### src/rtl/cmplx_square_core.sv
// Sequential fixed-point complex squarer: (x + jy)^2 = (x^2 - y^2) + j*2xy via a 16-cycle shift-add engine.
// Define CMPLX_SQ_SAT_EN to clamp out-of-range results; otherwise each component wraps to 16 bits.
module cmplx_square_core #(
    parameter int unsigned FRAC = 8
) (
    input  logic        clk,
    input  logic        rst,
    input  logic        start,
    input  logic [15:0] x_in,
    input  logic [15:0] y_in,
    output logic [15:0] sq_real_out,
    output logic [15:0] sq_img_out,
    output logic        sq_valid,
    output logic        busy
);

    typedef enum logic [1:0] {IDLE, MUL, FIN} state_t;

    state_t      state, state_next;
    logic [15:0] abs_x, abs_y;
    logic        prod_sign;
    logic [31:0] aa, bb, ab;
    logic [3:0]  cnt;

    logic signed [32:0] re_full;
    logic signed [33:0] im_mag, im_full;
    logic signed [33:0] re_scaled, im_scaled;

    function automatic logic [15:0] reduce(input logic signed [33:0] v);
`ifdef CMPLX_SQ_SAT_EN
        if (v > 34'sd32767)       return 16'h7fff;
        else if (v < -34'sd32768) return 16'h8000;
        else                      return v[15:0];
`else
        return v[15:0];
`endif
    endfunction

    // Magnitude of -32768 is 0x8000, which fits as an unsigned 16-bit value.
    function automatic logic [15:0] magnitude(input logic [15:0] v);
        return v[15] ? 16'(-v) : v;
    endfunction

    always_comb begin
        state_next = state;
        case (state)
            IDLE:    if (start) state_next = MUL;
            MUL:     if (cnt == 4'd15) state_next = FIN;
            FIN:     state_next = IDLE;
            default: state_next = IDLE;
        endcase
    end

    assign re_full   = $signed({1'b0, aa}) - $signed({1'b0, bb});
    assign im_mag    = $signed({1'b0, ab, 1'b0});
    assign im_full   = prod_sign ? -im_mag : im_mag;
    assign re_scaled = 34'(re_full) >>> FRAC;
    assign im_scaled = im_full >>> FRAC;
    assign busy      = (state != IDLE);

    // NOTE: all registered state uses non-blocking assignments so every flop samples pre-edge values.
    always_ff @(posedge clk) begin
        if (rst) state <= IDLE;
        else     state <= state_next;
    end

    always_ff @(posedge clk) begin
        if (rst) begin
            abs_x       <= '0;
            abs_y       <= '0;
            prod_sign   <= 1'b0;
            aa          <= '0;
            bb          <= '0;
            ab          <= '0;
            cnt         <= '0;
            sq_real_out <= '0;
            sq_img_out  <= '0;
            sq_valid    <= 1'b0;
        end else begin
            sq_valid <= 1'b0;
            case (state)
                IDLE: if (start) begin
                    abs_x     <= magnitude(x_in);
                    abs_y     <= magnitude(y_in);
                    prod_sign <= x_in[15] ^ y_in[15];
                    aa        <= '0;
                    bb        <= '0;
                    ab        <= '0;
                    cnt       <= '0;
                end
                MUL: begin
                    // One multiplier bit per cycle, LSB first; x drives both aa and ab.
                    if (abs_x[cnt]) begin
                        aa <= aa + ({16'd0, abs_x} << cnt);
                        ab <= ab + ({16'd0, abs_y} << cnt);
                    end
                    if (abs_y[cnt]) bb <= bb + ({16'd0, abs_y} << cnt);
                    cnt <= cnt + 4'd1;
                end
                FIN: begin
                    sq_real_out <= reduce(re_scaled);
                    sq_img_out  <= reduce(im_scaled);
                    sq_valid    <= 1'b1;
                end
                default: ;
            endcase
        end
    end

endmodule
### config.mk
export PLATFORM = sky130hd
export DESIGN_NAME = cmplx_square_core
export DESIGN_NICKNAME = d
export VERILOG_FILES = /design/src/rtl/cmplx_square_core.sv
export SDC_FILE = /design/constraint.sdc
export NUM_CORES = 1
export LEC_CHECK = 0
export CAP_MARGIN = 20
export CORE_UTILIZATION = 55
export CTS_BUF_LIST = sky130_fd_sc_hd__clkbuf_2
export DETAILED_ROUTE_END_ITERATION = 10
export HOLD_SLACK_MARGIN = 0.12
export PLACE_DENSITY = 0.74
export SYNTH_ARGS = -nofsm -noshare
export SYNTH_HDL_FRONTEND = slang
export SYNTH_SLANG_ARGS = --single-unit
### constraint.sdc
create_clock -name clk -period 5.9 [get_ports clk]
set_input_delay 1.475 -clock clk [delete_from_list [all_inputs] [get_ports clk]]
set_output_delay 1.475 -clock clk [all_outputs]
set_load 0.03 [all_outputs]
==> metrics <==
status finished clean; I/O pin cnt 69; ys async rst share 0%; slew margin rel. 28.6%; first-pass GRT wire length 52000 um; gr usage total 29.9%; Yosys top cell by area dfxtp_1; CTS resizes 0; clock share of power 26.8%; fin crit period 4780 ps; final WL between 30000 and 40000 um; Synth Flop Type dfxtp_1; post-synth top area share between 20% and 30%; hold path cells 2; routed wire length per instance ~18 um; multi-input logic area 0.00840 mm^2; post-synthesis register bit count 143; Mapped Area around 0.012 mm^2; Syn Nets about 1700; RSZ-0062 raised after global routing false; main area contributors after synthesis dfxtp_1 24%, ha_1 9.0%, nand2_1 6.4%; share of cells above drive strength 1 7.56%; floorplan die height around 150 um; Post CTS Setup Buffer Count 0; Final Hold Viols 0; Initial Utilization 56.2%; via count 11196; Slew Limit Fails 0; Avg Synthesized Cell Area 7.63 um^2; CTS tree built; Setup crit end kind flop; Core Area 0.0210 mm^2; fillers 1960; crit-path max FO 31; Hold Crit Class reg2reg; WS Path Type reg2reg; largest net degree at the start of global routing 54; RePlAce Congestion 1.00; Die ar. 0.0221 mm^2; sequential share of the synthesized area 24.2%; Die X 149 um; sequential cell area 0.00287 mm^2; Rows 53; CP Data Required Time 6570 ps; pwr/cell area 166 mW/mm^2; Maximum Capacitance Violations 0; Mapped Cells between 1500 and 2000; setup_tns 0 ps; combinational share of power 24.8%; final cycle utilization of the critical path 81.1%; grt ovf 0; Reg2Reg Depth 15; Net Sw Frac 35.7%; Flop pwr share approximately 49%; clock skew 36.3 ps; VDD IR max about 0.12 mV; Worst Tran Pin Value 1070 ps; Pre-antenna DRT Iters 5; CTS Sinks 143; placed insts 1818; startpoint types flop; Yosys cell types 78; number of synthesized flops with an enable pin 0; Lkg Pwr around 5.2 nW; # hold bufs at CTS 0; root buffer cell clkbuf_2; HPWL Detailed 25000 um; Warnings, synthesis 0; clock-pin transition on the worst setup and hold timing paths between 200 and 250 ps; final setup violation count 0; clk buf depth 2; WHS 469 ps; Routed Antenna Nets 0; Num CTS Buffers 17; Port Buffers 68; Iter 0 DRT Violations 886; fin nets 1683; Vias/cell approximately 6; DRC Markers 0; Pint 0.00137 W; fmax 0.209 GHz; Layout area overhead 8.28%; Worst-Skew Late Latency 780 ps; CTS H-tree lvls 4; sw power 0.000759 W; vias in the first global route a little over 10000; initial antenna violation count 1; Arr. time, crit path 5460 ps; fin cells 1851
==> critical path: stages, from the launching register on <==
cell and delay [ps]:
dfxtp_1 1080, inv_2 530, nand2_1 430, o22ai_1 150
ha_1 360, a21o_1 180, a21o_1 180, a21o_1 190
a21o_1 210, o31ai_1 280, nand3_1 150, a31o_2 250
a21oi_1 170, xor2_1 200, o22ai_1 110, a22o_1 210
==> area by class of cell <==
cell class	instances	share of cell area, %
multi-input combinational	1267	65.6
sequential	143	22.4
antenna	1	0.0196
timing repair buffer	82	6.12
inverter	51	1.50
clock buffer	20	0.782
tap	275	2.69
clock inverter	12	0.880
==> layout by cell type (no fill, tap or decap), types with 5 or more instances in the layout <==
master and count:
nand2_1 201, nor2_1 156, dfxtp_1 140, a21oi_1 133
o21ai_0 107, ha_1 85, clkdlybuf4s50_1 67, xor2_1 65
xnor2_1 51, inv_1 48, a21o_1 44, a211oi_1 40
mux2i_1 37, nand3_1 37, a31oi_1 29, mux2_2 27
nor3_1 21, clkbuf_2 20, o31ai_1 15, buf_4 15
mux4_2 13, and3_1 12, nand2b_1 12, nor2b_1 12
nand4_1 12, or2_2 10, or3_1 9, a22oi_1 9
o21bai_1 9, and2_1 8, nor3b_1 6, or4_1 6
nor4_1 6, nand3b_1 5, o21a_1 5, a31o_2 5
==> cell usage after synthesis (all sizes together) (16+ instances only) <==
library cell    n
inv            49
o21ai         110
nand2         201
a211oi         40
nand3          37
xnor2          51
ha             85
o31ai          16
a31oi          29
a21oi         133
mux2           27
dfxtp         143
mux2i          37
nor3           21
clkbuf         64
xor2           65
a21o           44
buf            22
nor2          156
==> power by group through the flow <==
stage	clock network [W]	logic, W	registers (W)
after detailed placement	0	0.000518	0.00105
final	0.000569	0.000526	0.00103
after global placement	0	0.000512	0.00105
after floorplan	0	0.000395	0.00103
after global routing	0.000619	0.000575	0.00104
after CTS	0.000575	0.000520	0.00103
==> path summary, 6_finish.rpt <==
path	endpoint	from	slack, ps
hold reg to reg	sq_real_out[8]	sq_real_out[8]	470
setup reg to reg	aa[23]	cnt[2]	1120
setup / recovery	aa[23]	cnt[2]	1120
hold / removal	sq_real_out[8]	sq_real_out[8]	470
==> state kept, by name, summed over array words and instances, names as in the netlist <==
register     count
abs_x           16
aa              24
abs_y           16
bb              24
sq_img_out      16
ab              23
prod_sign        1
sq_real_out     16
cnt              4
state            2
sq_valid         1
==> metal layers <==
metal / routed length (um) / vias to the layer above / part of all wire [%] / track usage, %
met5: 0 / - / 0 / 0
met4: 1290 / 0 / 4.0 / 13.1
met3: 1710 / 92 / 5.3 / 5.00
met2: 14900 / 360 / 46 / 48.6
met1: 14600 / 5133 / 45 / 38.9
li1: - / 5611 / - / -
==> per-stage QoR <==
step / power (W) / setup WS [ps] / instance area (um^2) / util (%)
floorplan: 0.00142 / 691 / 11800 / -
global placement: 0.00156 / 1350 / 12600 / 59.9
detailed placement: 0.00157 / 1300 / 12600 / 59.9
CTS: 0.00213 / 1230 / 12800 / 60.9
global route: 0.00223 / 822 / 12800 / 60.9
finish: 0.00213 / 1120 / 12800 / 60.9
==> cells by family (layout without fill, tap and decap cells) <==
| group | after synthesis | count (layout) | synth area share, % |
|---|---|---|---|
| AND/OR/NAND/NOR | 527 | 527 | 20.3 |
| AO/OA/AOI/OAI | 457 | 457 | 24.4 |
| flip-flops | 143 | 143 | 24.2 |
| buffers and inverters | 139 | 165 | 4.81 |
| XOR/XNOR | 116 | 116 | 8.60 |
| adder cells (fa/ha/maj) | 90 | 90 | 9.51 |
| multiplexers | 77 | 77 | 8.18 |
| other | 0 | 1 | 0 |
Note: power is estimated with default switching activity, not from simulation.
